File: src/rtl/fprint_sender_if.sv
// rtl/fprint_sender_if.sv - request and Avalon-MM write interfaces for fprint_sender

interface fprint_req_if;
    logic        req_valid;
    logic [1:0]  req_type;
    logic [3:0]  req_task_id;
    logic [31:0] req_crc;
    logic        req_ready;

    modport master (output req_valid, req_type, req_task_id, req_crc, input req_ready);
    modport slave  (input req_valid, req_type, req_task_id, req_crc, output req_ready);
endinterface

interface fprint_avmm_if;
    logic [7:0]  fprint_address;
    logic        fprint_write;
    logic [31:0] fprint_writedata;
    logic        fprint_waitrequest;

    modport master (output fprint_address, fprint_write, fprint_writedata, input fprint_waitrequest);
    modport slave  (input fprint_address, fprint_write, fprint_writedata, output fprint_waitrequest);
endinterface

File: src/rtl/fprint_sender.sv
// rtl/fprint_sender.sv - buffers fingerprint requests and issues comparator Avalon writes
// Optional saturating drop counter: define FPRINT_SENDER_DROP_CNT_EN.

module fprint_sender #(
    parameter logic [3:0] CORE_ID    = 4'd0,
    parameter logic [3:0] CS_OFFSET  = 4'd0,
    parameter logic [3:0] CRC_OFFSET = 4'd1,
    parameter int         FIFO_AW    = 2
) (
    input  logic          clk,
    input  logic          reset_n,
    fprint_req_if.slave   req,
    fprint_avmm_if.master fprint,
    output logic          busy,
    output logic [15:0]   drop_count
);

    localparam int DEPTH = 1 << FIFO_AW;

    typedef enum logic [2:0] {
        ST_IDLE,
        ST_POP,
        ST_LATCH,
        ST_WR0,
        ST_WR1
    } state_t;

    state_t state, state_nxt;

    logic [37:0]      mem [DEPTH];
    logic [FIFO_AW:0] wr_ptr, rd_ptr;
    logic [37:0]      rd_data;
    logic             fifo_full, fifo_empty;
    logic             wr_en, rd_en;

    logic             hold_ld;
    logic             hold_fp;
    logic [3:0]       hold_task;
    logic [15:0]      hold_crc_hi;

    logic [7:0]       addr_nxt;
    logic [31:0]      data_nxt;
    logic             write_nxt;

    // Extra pointer bit distinguishes full from empty when the index bits match.
    assign fifo_empty = (wr_ptr == rd_ptr);
    assign fifo_full  = (wr_ptr[FIFO_AW] != rd_ptr[FIFO_AW]) &&
                        (wr_ptr[FIFO_AW-1:0] == rd_ptr[FIFO_AW-1:0]);
    assign wr_en      = req.req_valid && !fifo_full && (req.req_type != 2'b11);
    assign req.req_ready = !fifo_full;
    assign busy       = !fifo_empty || (state != ST_IDLE);

    always_ff @(posedge clk) begin
        if (wr_en) begin
            mem[wr_ptr[FIFO_AW-1:0]] <= {req.req_type, req.req_task_id, req.req_crc};
        end
    end

    always_ff @(posedge clk or negedge reset_n) begin
        if (!reset_n) begin
            wr_ptr  <= '0;
            rd_ptr  <= '0;
            rd_data <= '0;
        end else begin
            if (wr_en) begin
                wr_ptr <= wr_ptr + 1'b1;
            end
            if (rd_en) begin
                rd_ptr  <= rd_ptr + 1'b1;
                rd_data <= mem[rd_ptr[FIFO_AW-1:0]];
            end
        end
    end

    always_ff @(posedge clk or negedge reset_n) begin
        if (!reset_n) begin
            state                   <= ST_IDLE;
            hold_fp                 <= 1'b0;
            hold_task               <= '0;
            hold_crc_hi             <= '0;
            fprint.fprint_address   <= '0;
            fprint.fprint_writedata <= '0;
            fprint.fprint_write     <= 1'b0;
        end else begin
            state                   <= state_nxt;
            fprint.fprint_address   <= addr_nxt;
            fprint.fprint_writedata <= data_nxt;
            fprint.fprint_write     <= write_nxt;
            if (hold_ld) begin
                hold_fp     <= (rd_data[37:36] == 2'b10);
                hold_task   <= rd_data[35:32];
                hold_crc_hi <= rd_data[31:16];
            end
        end
    end

    always_comb begin
        state_nxt = state;
        rd_en     = 1'b0;
        hold_ld   = 1'b0;
        addr_nxt  = fprint.fprint_address;
        data_nxt  = fprint.fprint_writedata;
        write_nxt = fprint.fprint_write;
        case (state)
            ST_IDLE: begin
                if (!fifo_empty) begin
                    state_nxt = ST_POP;
                end
            end
            ST_POP: begin
                rd_en     = 1'b1;
                state_nxt = ST_LATCH;
            end
            ST_LATCH: begin
                // First beat is built straight from the FIFO output so it is registered on entry to ST_WR0.
                hold_ld   = 1'b1;
                write_nxt = 1'b1;
                state_nxt = ST_WR0;
                if (rd_data[37:36] == 2'b10) begin
                    addr_nxt = {CORE_ID, CRC_OFFSET};
                    data_nxt = {rd_data[15:0], 10'h0, 1'b0, 1'b0, rd_data[35:32]};
                end else begin
                    addr_nxt = {CORE_ID, CS_OFFSET};
                    data_nxt = {16'h0, 10'h0, 1'b0, (rd_data[37:36] == 2'b00), rd_data[35:32]};
                end
            end
            ST_WR0: begin
                if (!fprint.fprint_waitrequest) begin
                    write_nxt = 1'b0;
                    state_nxt = hold_fp ? ST_WR1 : ST_IDLE;
                end
            end
            ST_WR1: begin
                // Arrives with write low: that cycle is the mandatory gap before the hi beat.
                if (!fprint.fprint_write) begin
                    write_nxt = 1'b1;
                    addr_nxt  = {CORE_ID, CRC_OFFSET};
                    data_nxt  = {hold_crc_hi, 10'h0, 1'b1, 1'b0, hold_task};
                end else if (!fprint.fprint_waitrequest) begin
                    write_nxt = 1'b0;
                    state_nxt = ST_IDLE;
                end
            end
            default: begin
                state_nxt = ST_IDLE;
                write_nxt = 1'b0;
            end
        endcase
    end

`ifdef FPRINT_SENDER_DROP_CNT_EN
    logic [15:0] drop_q;

    always_ff @(posedge clk or negedge reset_n) begin
        if (!reset_n) begin
            drop_q <= '0;
        end else if (req.req_valid && !wr_en && (drop_q != 16'hFFFF)) begin
            drop_q <= drop_q + 16'd1;
        end
    end

    assign drop_count = drop_q;
`else
    assign drop_count = 16'h0;
`endif

endmodule

File: src/flat_wrapper.sv
// flat-port wrapper written by rule: the top's interface ports become plain ports
module fprint_sender_flat 
#(
    parameter logic [3:0] CORE_ID    = 4'd0,
    parameter logic [3:0] CS_OFFSET  = 4'd0,
    parameter logic [3:0] CRC_OFFSET = 4'd1,
    parameter int         FIFO_AW    = 2
)
  (clk, reset_n, busy, drop_count, req_req_valid, req_req_type, req_req_task_id, req_req_crc, req_req_ready, fprint_fprint_address, fprint_fprint_write, fprint_fprint_writedata, fprint_fprint_waitrequest);
  fprint_req_if req_i ();
  fprint_avmm_if fprint_i ();
  input  logic clk;
  input  logic reset_n;
  output logic busy;
  output logic [15:0] drop_count;
  input wire logic [$bits(req_i.req_valid)-1:0] req_req_valid;
  input wire logic [$bits(req_i.req_type)-1:0] req_req_type;
  input wire logic [$bits(req_i.req_task_id)-1:0] req_req_task_id;
  input wire logic [$bits(req_i.req_crc)-1:0] req_req_crc;
  output wire logic [$bits(req_i.req_ready)-1:0] req_req_ready;
  output wire logic [$bits(fprint_i.fprint_address)-1:0] fprint_fprint_address;
  output wire logic [$bits(fprint_i.fprint_write)-1:0] fprint_fprint_write;
  output wire logic [$bits(fprint_i.fprint_writedata)-1:0] fprint_fprint_writedata;
  input wire logic [$bits(fprint_i.fprint_waitrequest)-1:0] fprint_fprint_waitrequest;
  assign req_i.req_valid = req_req_valid;
  assign req_i.req_type = req_req_type;
  assign req_i.req_task_id = req_req_task_id;
  assign req_i.req_crc = req_req_crc;
  assign req_req_ready = req_i.req_ready;
  assign fprint_fprint_address = fprint_i.fprint_address;
  assign fprint_fprint_write = fprint_i.fprint_write;
  assign fprint_fprint_writedata = fprint_i.fprint_writedata;
  assign fprint_i.fprint_waitrequest = fprint_fprint_waitrequest;
  fprint_sender #(.CORE_ID(CORE_ID), .CS_OFFSET(CS_OFFSET), .CRC_OFFSET(CRC_OFFSET), .FIFO_AW(FIFO_AW)) u_core (.clk(clk), .reset_n(reset_n), .req(req_i), .fprint(fprint_i), .busy(busy), .drop_count(drop_count));
endmodule
File: config.mk
export PLATFORM = sky130hd
export DESIGN_NAME = fprint_sender_flat
export DESIGN_NICKNAME = d
export VERILOG_FILES = /design/src/rtl/fprint_sender_if.sv /design/src/rtl/fprint_sender.sv /design/src/flat_wrapper.sv
export SDC_FILE = /design/constraint.sdc
export NUM_CORES = 1
export LEC_CHECK = 0
export CORE_MARGIN = 2
export CORE_UTILIZATION = 50
export DETAILED_ROUTE_END_ITERATION = 10
export HOLD_SLACK_MARGIN = 0.05
export PLACE_DENSITY = 0.81
export SLEW_MARGIN = 20
export SYNTH_ARGS = -nofsm -noshare
export SYNTH_HDL_FRONTEND = slang
export SYNTH_SLANG_ARGS = --single-unit
export TNS_END_PERCENT = 30
File: constraint.sdc
create_clock -name clk -period 8.36 [get_ports clk]
set_clock_uncertainty 0.1 [all_clocks]
set_input_delay 1.672 -clock clk [delete_from_list [all_inputs] [get_ports clk]]
set_output_delay 1.672 -clock clk [all_outputs]
set_load 0.03 [all_outputs]
==> results.cfg, run 1 <==
[status]
status = finished clean

[sta]
tightest_slew_ns = 1.040
setup_viol = 0
period_needed_ns = 4.168
final_hold_viol_count = 0
rsz0062_at_grt = no
finalSetupTns_ns = 0
clock.fmax_mhz = 239.9
drv_slew = 0
relSlewSlack_pct = 30.64
final.period_utilization_pct = 49.86
timing.hold.ws_ns = 0.4079

[die]
num_rows = 51
die_x_um = 144.1
dieArea_sq_um = 20760
core_area_sq_um = 19330
initial_core_util_pct = 50.75
ioPinCount = 101
die_h_um = 144.1

[clocking]
clock_tree.buffer_depth = 3
cts-root-buf = clkbuf_16
cts-resized-gates = 0
htreeDepth = 1
hold_buffers = 0
cts_setup_buffers = 0
clkSlewWorstSetupHoldPaths_ns = 0.06
clock_latency_ns = 0.51
cts_buffers = 24
cts_tree = done
clkSinkCount = 244

[cells_and_area]
n_antenna_cell = 0
area_growth_pct = 16.80
layout-drive-gt1-share_pct = 26.84
finalCoreUtilization_pct = 59.28
design_area_sq_um = 11460
layout.nets = 655

[synth]
synth_cells = 539
synth_async_sr_flop_share_pct = 37.70
synth_edf_count = 152
ys_types = 41
synth-seq-cells = 244
synth_seq_area_share_pct = 69.97
syn_area_sq_um = 9813
yosysWarnings = 0
ys.flop_type = edfxtp_1
avgSynthCellArea_sq_um = 18.21

[setup_path]
r2r-start = u_core.rd_ptr[0]
required_ns = 6.59
start_kind = flip-flop
cp-end-kind = primary output
worstReg2RegEnd = u_core.mem[1][26]
cp_slowest_cell = clkdlybuf4s50_1
worstSetupPathType = flip-flop to primary output
r2r_cells = 4
r2r_slack_ns = 5.32
cp-startpoint = u_core.wr_ptr[1]
cp.buffers_inverters = 1
path_cells = xor2_1, nor2_1, nand2_1, clkdlybuf4s50_1
max_stage_delay_ns = 0.65
cpLargestDelayFamily = buffers and inverters
critPathMaxFanout = 6
arrival_ns = 2.40

[placement]
gp_congestion = 0.8531
postPlaceCellArea_sq_um = 10610
hpwl_um = 11150
port_buffers = 67

[global_routing]
grt_first_pass_wirelength_um = 28260
grtUsageTotal_pct = 17.93
antenna_found_initial = 0
grt_pass1_vias = 5132
grt_max_degree = 54
overflow = 0

[worst_hold_path]
holdPathStages = 1
min_to = u_core.hold_crc_hi[7]
hold_class = flip-flop to flip-flop
hp-start = u_core.hold_crc_hi[7]

[detailed_routing]
drtIter0Drc = 299
drc = 0
drt-total-wl_um = 17960
vias = 4856
viasPerCell = 5.450
ant_nets = 0
drt_first_pass_iters = 4
wl_per_cell_um = 20.15

[power_and_ir_drop]
cellPowerDensity_nw_per_um2 = 374.5
p_leak_uw = 0.004140
peakVddDrop_mv = 0.1785

[flow_run]
max_cap_viol_count = 0
flip-flops by register name, summed over array words and instances, names as in the netlist:
signal	flops
u_core.fprint.fprint_address	1
u_core.hold_crc_hi	16
u_core.rd_data	38
u_core.hold_task	4
u_core.state	3
u_core.hold_fp	1
u_core.rd_ptr	3
u_core.wr_ptr	3
u_core.fprint.fprint_write	1
u_core.mem	152
u_core.fprint.fprint_writedata	22
report_power, final:
group          internal (uW)  switching (uW)  total [uW]  leakage, uW
logic                    650             660        1310      0.00123
registers               1650             209        1860      0.00250
clock network            686             437        1120     0.000411
worst max-delay path by stage:
stage	slack, ns	cells past startpoint	endpoint
CTS	4.20	4	busy
global placement	4.20	4	u_core.mem[0][16]
detailed placement	4.09	4	u_core.mem[0][22]
global route	4.11	4	req_req_ready
finish	4.19	4	req_req_ready
floorplan	3.76	3	u_core.mem[3][0]
synth_stat cells, types with 5 or more instances:
| cell type | count | area share (%) |
|---|---|---|
| edfxtp_1 | 152 | 47 |
| dfrtp_1 | 92 | 23 |
| mux2_2 | 68 | 7.8 |
| mux4_2 | 38 | 8.7 |
| buf_4 | 34 | 2.6 |
| inv_1 | 22 | 0.84 |
| a31oi_1 | 18 | 1.1 |
| mux2i_1 | 16 | 1.6 |
| nor4bb_1 | 16 | 1.6 |
| buf_2 | 13 | 0.66 |
| clkbuf_1 | 12 | 0.46 |
| ha_1 | 5 | 0.64 |
cells by family after synthesis:
kind of cell / Yosys count / synth area share [%]
AOI/OAI and AO/OA: 31 / 2.180
xor gates and xnor gates: 8 / 0.7139
adders and majority gates: 5 / 0.6375
buffers and inverters: 86 / 4.985
DFF: 244 / 69.97
muxes: 124 / 18.46
other: 1 / 0.03821
and+or+nand+nor: 40 / 3.009
layout make-up:
cell class | instances | area, sq um
clock buffers | 31 | 700.7
clock inverters | 13 | 146.4
fillers | 1338 | 7873
inverters | 22 | 82.58
multi-input cells | 241 | 2605
flip-flops and latches | 244 | 6868
well taps | 265 | 331.6
repair buffers | 75 | 728.2
per-layer routing:
metal,up-vias,track usage (%),part of all wire (%)
li1,2139,-,-
met1,2513,24.65,42
met2,170,29.50,48
met3,34,3.477,6.6
met4,0,5.263,2.6
met5,-,0,0
layout by cell type (no fill, tap or decap), types with 9 or more instances in the layout:
cell type	instances
buf_4	9
mux2_2	68
nor4bb_1	16
mux2i_1	16
dfrtp_1	91
a31oi_1	18
mux4_2	38
clkbuf_16	27
inv_1	22
conb_1	33
edfxtp_1	152
clkdlybuf4s50_1	66
stage by stage:
stage / setup WS [ns] / power, uW / instances
floorplan: 3.756 / 2803 / 571
global placement: 4.198 / 3106 / 847
CTS: 4.202 / 4329 / 891
finish: 4.192 / 4292 / 891
detailed placement: 4.093 / 3187 / 847
global route: 4.108 / 4495 / 891
Note: power is estimated with default switching activity, not from simulation.
==> inputs of run 2 (changes only) <==
==> constraint.sdc (replaced) <==
create_clock -name clk -period 4.1 [get_ports clk]
set_clock_uncertainty 0.1 [all_clocks]
set_input_delay 0.82 -clock clk [delete_from_list [all_inputs] [get_ports clk]]
set_output_delay 0.82 -clock clk [all_outputs]
set_load 0.03 [all_outputs]
==> run 2 against run 1 <==
Net effect: clock power up 110%; first-iteration DRC count rose by 26%; cell count rose by 0.67%; hold slack worse by 0.20 ns; global-route usage grew 1.5 points; critical endpoint is now busy.
==> results.cfg, run 2 (synthesized netlist as in run 1, its figures left out) <==
[setup_path]
worstSetupPathType = flip-flop to primary output
critPathMaxFanout = 27
start_kind = flip-flop
arrival_ns = 2.44
r2r_cells = 5
worstReg2RegEnd = u_core.mem[1][7]
r2r-start = u_core.rd_ptr[0]
r2r_slack_ns = 1.18
cp_slowest_cell = dfrtp_1
cp-end-kind = primary output
path_cells = nor4_1, nand2_1, clkdlybuf4s50_1
max_stage_delay_ns = 0.68
required_ns = 3.18

[detailed_routing]
viasPerCell = 5.538
drtIter0Drc = 377
vias = 4968
ant_nets = 0
drt_first_pass_iters = 4
wl_per_cell_um = 21.46
drc = 0
drt-total-wl_um = 19250

[global_routing]
antenna_found_initial = 0
grt_pass1_vias = 5298
overflow = 0
grt_first_pass_wirelength_um = 30320
grt_max_degree = 44
grtUsageTotal_pct = 19.39

[placement]
port_buffers = 67
gp_congestion = 0.7891
dpl.cell_count = 852
hpwl_um = 12090

[sta]
relSlewSlack_pct = 32.18
final.period_utilization_pct = 82.02
finalSetupTns_ns = 0
rsz0062_at_grt = no
period_needed_ns = 3.363
tightest_slew_ns = 1.017
clock.fmax_mhz = 297.4
setup_viol = 0
final_hold_viol_count = 0
drv_slew = 0

[power_and_ir_drop]
p_leak_uw = 0.004198
p_total_uw = 8940
peakVddDrop_mv = 0.5376
cellPowerDensity_nw_per_um2 = 772.4

[clocking]
hold_buffers = 0
clkSlewWorstSetupHoldPaths_ns = 0.06
htreeDepth = 1
cts_tree = done
clkSinkCount = 244
cts-root-buf = clkbuf_16
clock_tree.buffer_depth = 3
cts_buffers = 25
cts_setup_buffers = 0
clock_latency_ns = 0.51
cts-resized-gates = 0

[die]
initial_core_util_pct = 50.75
core_area_sq_um = 19330
ioPinCount = 101
dieArea_sq_um = 20760
die_x_um = 144.1
num_rows = 51
die_h_um = 144.1

[cells_and_area]
n_antenna_cell = 0
layout.nets = 661
area_growth_pct = 17.95
largest_reg_flops = 152
finalCoreUtilization_pct = 59.87
stdcell_count = 897
final_common_cell = edfxtp_1
layout_common_cells = edfxtp_1 (152), dfrtp_1 (91), mux2_2 (68)
layout-drive-gt1-share_pct = 27.53
fillCellCount = 1343

[worst_hold_path]
hold_class = primary input to asynchronous set/reset pin

[flow_run]
max_cap_viol_count = 0

[status]
status = finished clean
run 2: changes by cell type in the layout (fill, tap and decap cells not counted):
| cell | before | now |
|---|---|---|
| clkinv_1 | 1 | 0 |
| clkinv_4 | 0 | 2 |
| bufinv_16 | 3 | 5 |
| clkinvlp_4 | 3 | 1 |
| buf_4 | 9 | 11 |
| clkbuf_1 | 3 | 4 |
| clkbuf_16 | 27 | 26 |
| buf_12 | 0 | 3 |
run 2: critical path, delay by kind of cell (launching register included):
family                 cells  cell delay [ns]
buffers and inverters      1             0.64
DFF                        1             0.68
and+or+nand+nor            2             0.62
run 2: worst max path at each step:
stage / startpoint / endpoint / slack [ns] / cells after the start
after floorplan: req_req_valid / u_core.mem[3][0] / 0.35 / 3
after global placement: req_req_type[1] / u_core.mem[0][0] / 0.94 / 5
after detailed placement: req_req_type[1] / u_core.mem[1][8] / 0.77 / 5
after CTS: u_core.rd_ptr[2] / busy / 0.74 / 4
after global routing: u_core.state[1] / busy / 0.61 / 3
final: u_core.state[1] / busy / 0.74 / 3
run 2: routing by layer:
metal,GRT usage (%),vias to the layer above,part of all wire [%]
met2,32.48,185,49
met1,25.80,2601,42
met4,6.140,0,2.2
met5,0,-,0
li1,-,2144,-
met3,3.940,38,6.7
run 2: report_power, final:
group	leakage (uW)	switching, uW	internal [uW]
Combinational	0.00126	1390	1360
Sequential	0.00250	433	3360
Clock	0.000435	903	1490
Total	0.00420	2720	6220
run 2: final cells by class:
cell class,count,area [sq um],area share (%)
Clock buffer,31,679.4,5.870
Clock inverter,14,205.2,1.773
Inverter,22,82.58,0.7134
Multi-Input combinational cell,241,2605,22.51
Sequential cell,244,6868,59.33
Tap cell,265,331.6,2.865
Timing Repair Buffer,80,803.3,6.940
run 2: stage by stage:
stage	hold WS [ns]	setup WS, ns	area [sq um]
after global routing	0.2446	0.6138	11570
after floorplan	0.3523	0.3477	9933
after global placement	0.3743	0.9403	10690
final	0.2116	0.7371	11570
after detailed placement	0.3929	0.7731	10690
after CTS	0.2130	0.7422	11570
==> inputs of run 3 (changes only) <==
==> constraint.sdc (replaced) <==
create_clock -name clk -period 3.5 [get_ports clk]
set_clock_uncertainty 0.1 [all_clocks]
set_input_delay 0.7 -clock clk [delete_from_list [all_inputs] [get_ports clk]]
set_output_delay 0.7 -clock clk [all_outputs]
set_load 0.03 [all_outputs]
==> run 3 against run 2 <==
Net effect: routed wire length decreased by 7.9%; non-clock buffer count increased by 2; via count decreased by 1.8%; cell count increased by 0.11%.
==> results.cfg, run 3 (synthesized netlist as in run 1, its figures left out) <==
[power_and_ir_drop]
internal_power_uw = 7062
seqPwrFrac_pct = 43.2
p_sw_uw = 3037
swShare_pct = 30.07
p_total_uw = 10100
clock_power_share_pct = 24.9
p_leak_uw = 0.004170
peakVddDrop_mv = 0.4550
combPwrFrac_pct = 31.9
cellPowerDensity_nw_per_um2 = 877.2

[cells_and_area]
finalCoreUtilization_pct = 59.54
layout-drive-gt1-share_pct = 27.01
multi_input_area_sq_um = 2600
design_area_sq_um = 11510
layout.nets = 662
largest_reg_flops = 152
n_antenna_cell = 0
stdcell_count = 898
fillCellCount = 1351
final-seq-area_sq_um = 6868
layout_common_cells = edfxtp_1 (152), dfrtp_1 (91), mux2_2 (68)
final_common_cell = edfxtp_1
area_growth_pct = 17.31

[clocking]
clock_tree.buffer_depth = 3
cts-root-buf = clkbuf_16
hold_buffers = 0
cts_buffers = 24
clock_latency_ns = 0.50
clkSlewWorstSetupHoldPaths_ns = 0.06
cts_tree = done
cts-resized-gates = 0
cts_setup_buffers = 0
htreeDepth = 1
clkSinkCount = 244

[die]
initial_core_util_pct = 50.75
num_rows = 51
ioPinCount = 101
dieArea_sq_um = 20760
die_h_um = 144.1
die_x_um = 144.1
core_area_sq_um = 19330

[sta]
final_hold_viol_count = 0
drv_slew = 0
period_needed_ns = 3.130
setup_viol = 0
final.period_utilization_pct = 89.43
finalSetupTns_ns = 0
tightest_slew_ns = 0.7870
rsz0062_at_grt = no
clock.fmax_mhz = 319.5
relSlewSlack_pct = 47.53

[global_routing]
grt_max_degree = 54
grt_first_pass_wirelength_um = 28210
antenna_found_initial = 0
grt_pass1_vias = 5032
grtUsageTotal_pct = 17.91
overflow = 0

[detailed_routing]
ant_nets = 0
drtIter0Drc = 304
drc = 0
drt-total-wl_um = 17720
viasPerCell = 5.431
vias = 4877
wl_per_cell_um = 19.74
drt_first_pass_iters = 5

[worst_hold_path]
hold_class = primary input to asynchronous set/reset pin

[setup_path]
arrival_ns = 2.33
r2r_slack_ns = 0.82
critPathMaxFanout = 6
required_ns = 2.70
worstSetupPathType = flip-flop to primary output
cp-end-kind = primary output
start_kind = flip-flop

[placement]
postPlaceCellArea_sq_um = 10730
gp_congestion = 0.8239
hpwl_um = 11780
port_buffers = 67
dpl.cell_count = 854

[flow_run]
max_cap_viol_count = 0

[status]
status = finished clean
[run 3: per-stage QoR]
stage	hold slack, ns	worst slack, ns
after CTS	0.1491	0.3593
after detailed placement	0.3848	0.4519
after floorplan	0.3044	0.7230
final	0.1269	0.3698
after global placement	0.3728	0.5412
after global routing	0.1865	0.2096
[run 3: final cells by class]
type,count,share of cell area [%]
Clock buffer,35,6.021
Inverter,22,0.7173
Multi-Input combinational cell,241,22.58
Tap cell,265,2.880
Sequential cell,244,59.66
Clock inverter,9,0.8151
Timing Repair Buffer,82,7.325
[run 3: path summary, 6_finish.rpt]
kind / start / endpoint / depth (start not counted)
worst max-delay path: u_core.wr_ptr[1] / req_req_ready / 4
worst min-delay path: reset_n / u_core.rd_data[18] / 1
worst max register to register: u_core.rd_ptr[0] / u_core.mem[0][27] / 5
worst min register to register: u_core.rd_data[20] / u_core.rd_data[20] / 1
max in group asynchronous: reset_n / u_core.fprint.fprint_writedata[29] / 2
min in group clk: u_core.rd_data[20] / u_core.rd_data[20] / 1
[run 3: power groups by stage]
stage	registers, uW	logic (uW)	clock network, uW
detailed placement	4420	3260	0
global placement	4360	3150	0
finish	4370	3220	2510
floorplan	4460	2240	0
global route	4440	3500	2680
CTS	4370	3280	2560
[run 3: metal layers]
metal / share of wire (%) / routed length (um) / global-route usage, %
met5: 0 / 0 / 0
met2: 50 / 8855 / 30.00
met3: 6.4 / 1139 / 3.411
met1: 42 / 7481 / 24.59
met4: 1.4 / 247 / 4.334
[run 3: worst max-delay path, cell delays in order, from the launching register on]
cell	delay (ns)
dfrtp_1	0.45
xor2_1	0.21
nor2_1	0.33
nand2_1	0.19
clkdlybuf4s50_1	0.64
==> RTL edit, RTL diff (settings of run 3) <==
`FIFO_AW` is set to 2 in 2 places; all go to 1.
--- a/src/rtl/fprint_sender.sv
+++ b/src/rtl/fprint_sender.sv
@@ -5,7 +5,7 @@
     parameter logic [3:0] CORE_ID    = 4'd0,
     parameter logic [3:0] CS_OFFSET  = 4'd0,
     parameter logic [3:0] CRC_OFFSET = 4'd1,
-    parameter int         FIFO_AW    = 2
+    parameter int         FIFO_AW    = 1
 ) (
     input  logic          clk,
     input  logic          reset_n,
--- a/src/flat_wrapper.sv
+++ b/src/flat_wrapper.sv
@@ -4,7 +4,7 @@
     parameter logic [3:0] CORE_ID    = 4'd0,
     parameter logic [3:0] CS_OFFSET  = 4'd0,
     parameter logic [3:0] CRC_OFFSET = 4'd1,
-    parameter int         FIFO_AW    = 2
+    parameter int         FIFO_AW    = 1
 )
   (clk, reset_n, busy, drop_count, req_req_valid, req_req_type, req_req_task_id, req_req_crc, req_req_ready, fprint_fprint_address, fprint_fprint_write, fprint_fprint_writedata, fprint_fprint_waitrequest);
   fprint_req_if req_i ();
Check against the original RTL: not equivalent (Yosys sat finds a counterexample within 4 cycles, from zero or initial values and one cycle with reset_n low).
==> RTL edit against run 3 <==
  * Area after synthesis down 31%
  * Non-clock buffer count up 1
  * Wire length down 28%
  * Sequential cell count down 78
  * Clock power down 27%
  * Design area down 30%
  * Combinational power down 25%
  * Largest power group unchanged
  * Power down 27%
  * Setup slack better by 210 ps
  * Critical path depth down 2
  * Sequential share of layout area down 3.6 points
==> RTL edit: results <==
[synthesis]
synth_fa_ha_area_frac = 0
synth.distinct_cells = 34
synth-compound-area-share = 0.0551
synth_edf_count = 76
synthXorXnorAreaFrac = 0.0104
synthMuxAreaShare = 0.131
async_flop_share = 0.542
synth_top_cells_by_count = 90 x dfrtp_1, 76 x edfxtp_1, 54 x mux2i_1

[final_layout]
drive_above_1_share = 0.138
largest_reg_flops = 76

[route]
wire_per_inst_um = 17.2
viasPerCell = 5.26
drtIter0Drc = 259
firstDrtPassIters = 5

[worst_setup_path]
cp.required_ps = 2700
critical_path.max_fanout = 26
cp-startpoint = u_core.state[2]
crit_slowest_cell = dfrtp_1
crit_family = flip-flops
slowest_delay_ps = 770

[clocking]
htreeDepth = 4
clockBufferDepth = 2
worstSkewPairLatency_ps = 420

[placement]
placed_cell_area_um2 = 7510
preCtsSetupSlack_ps = 819
dpl.hpwl_mm = 8.24
gp_congestion = 0.791

[global_routing]
grt_usage = 0.189
grt_first_pass_wirelength_mm = 20.4
first_global_vias = 3897

[power_and_ir_drop]
p_leak_nw = 3.16
switching_share = 0.332
max-vdd-ir-drop_mv = 0.424

[sta]
tightest_slew_ps = 938

[floorplanning]
row_count = 42

[outcome]
status = finished, final reports clean
RTL edit: cell type report:
class	count	area, µm²
Clock inverter	10	130
Fill cell	977	5100
Tap cell	176	220
Inverter	20	75.1
Sequential cell	166	4540
Multi-Input combinational cell	263	1880
Timing Repair Buffer	83	801
Clock buffer	22	444
RTL edit: final timing paths:
kind / end / slack [ps] / cells past startpoint
min in group clk: u_core.hold_crc_hi[11] / 410 / 1
worst min register to register: u_core.hold_crc_hi[11] / 410 / 1
worst max register to register: u_core.fprint.fprint_writedata[1] / 1000 / 4
worst max-delay path: busy / 580 / 2
worst min-delay path: u_core.rd_data[27] / 200 / 2
max in group asynchronous: u_core.rd_data[8] / 2720 / 2
RTL edit: cell families (layout without fill, tap and decap cells):
group,Yosys count,in the layout
flops,166,166
mux,84,84
buf+inv,83,135
simple gates,73,73
compound gates,65,65
xor+xnor,8,8
other cells,1,33
RTL edit: power by group through the flow:
stage	logic (mW)	registers (mW)	clock network, mW
4_1_cts	2.47	3.16	1.84
2_1_floorplan	1.66	3.19	0
3_3_place_gp	2.34	3.15	0
6_report	2.43	3.16	1.82
5_1_grt	2.66	3.24	1.93
3_5_place_dp	2.44	3.19	0
RTL edit: per-stage QoR:
step / hold slack, ps / std cells / utilization
after floorplan: 304 / 512 / -
after global routing: 249 / 740 / 0.613
after CTS: 232 / 740 / 0.613
after global placement: 387 / 708 / 0.570
after detailed placement: 392 / 708 / 0.570
final: 203 / 740 / 0.613
RTL edit: routing by layer:
| metal | up-vias | share of wire | GRT usage |
|---|---|---|---|
| li1 | 1794 | - | - |
| met2 | 133 | 0.50 | 0.307 |
| met3 | 22 | 0.055 | 0.0480 |
| met5 | - | 0 | 0 |
| met4 | 0 | 0.020 | 0.0772 |
| met1 | 1946 | 0.42 | 0.245 |
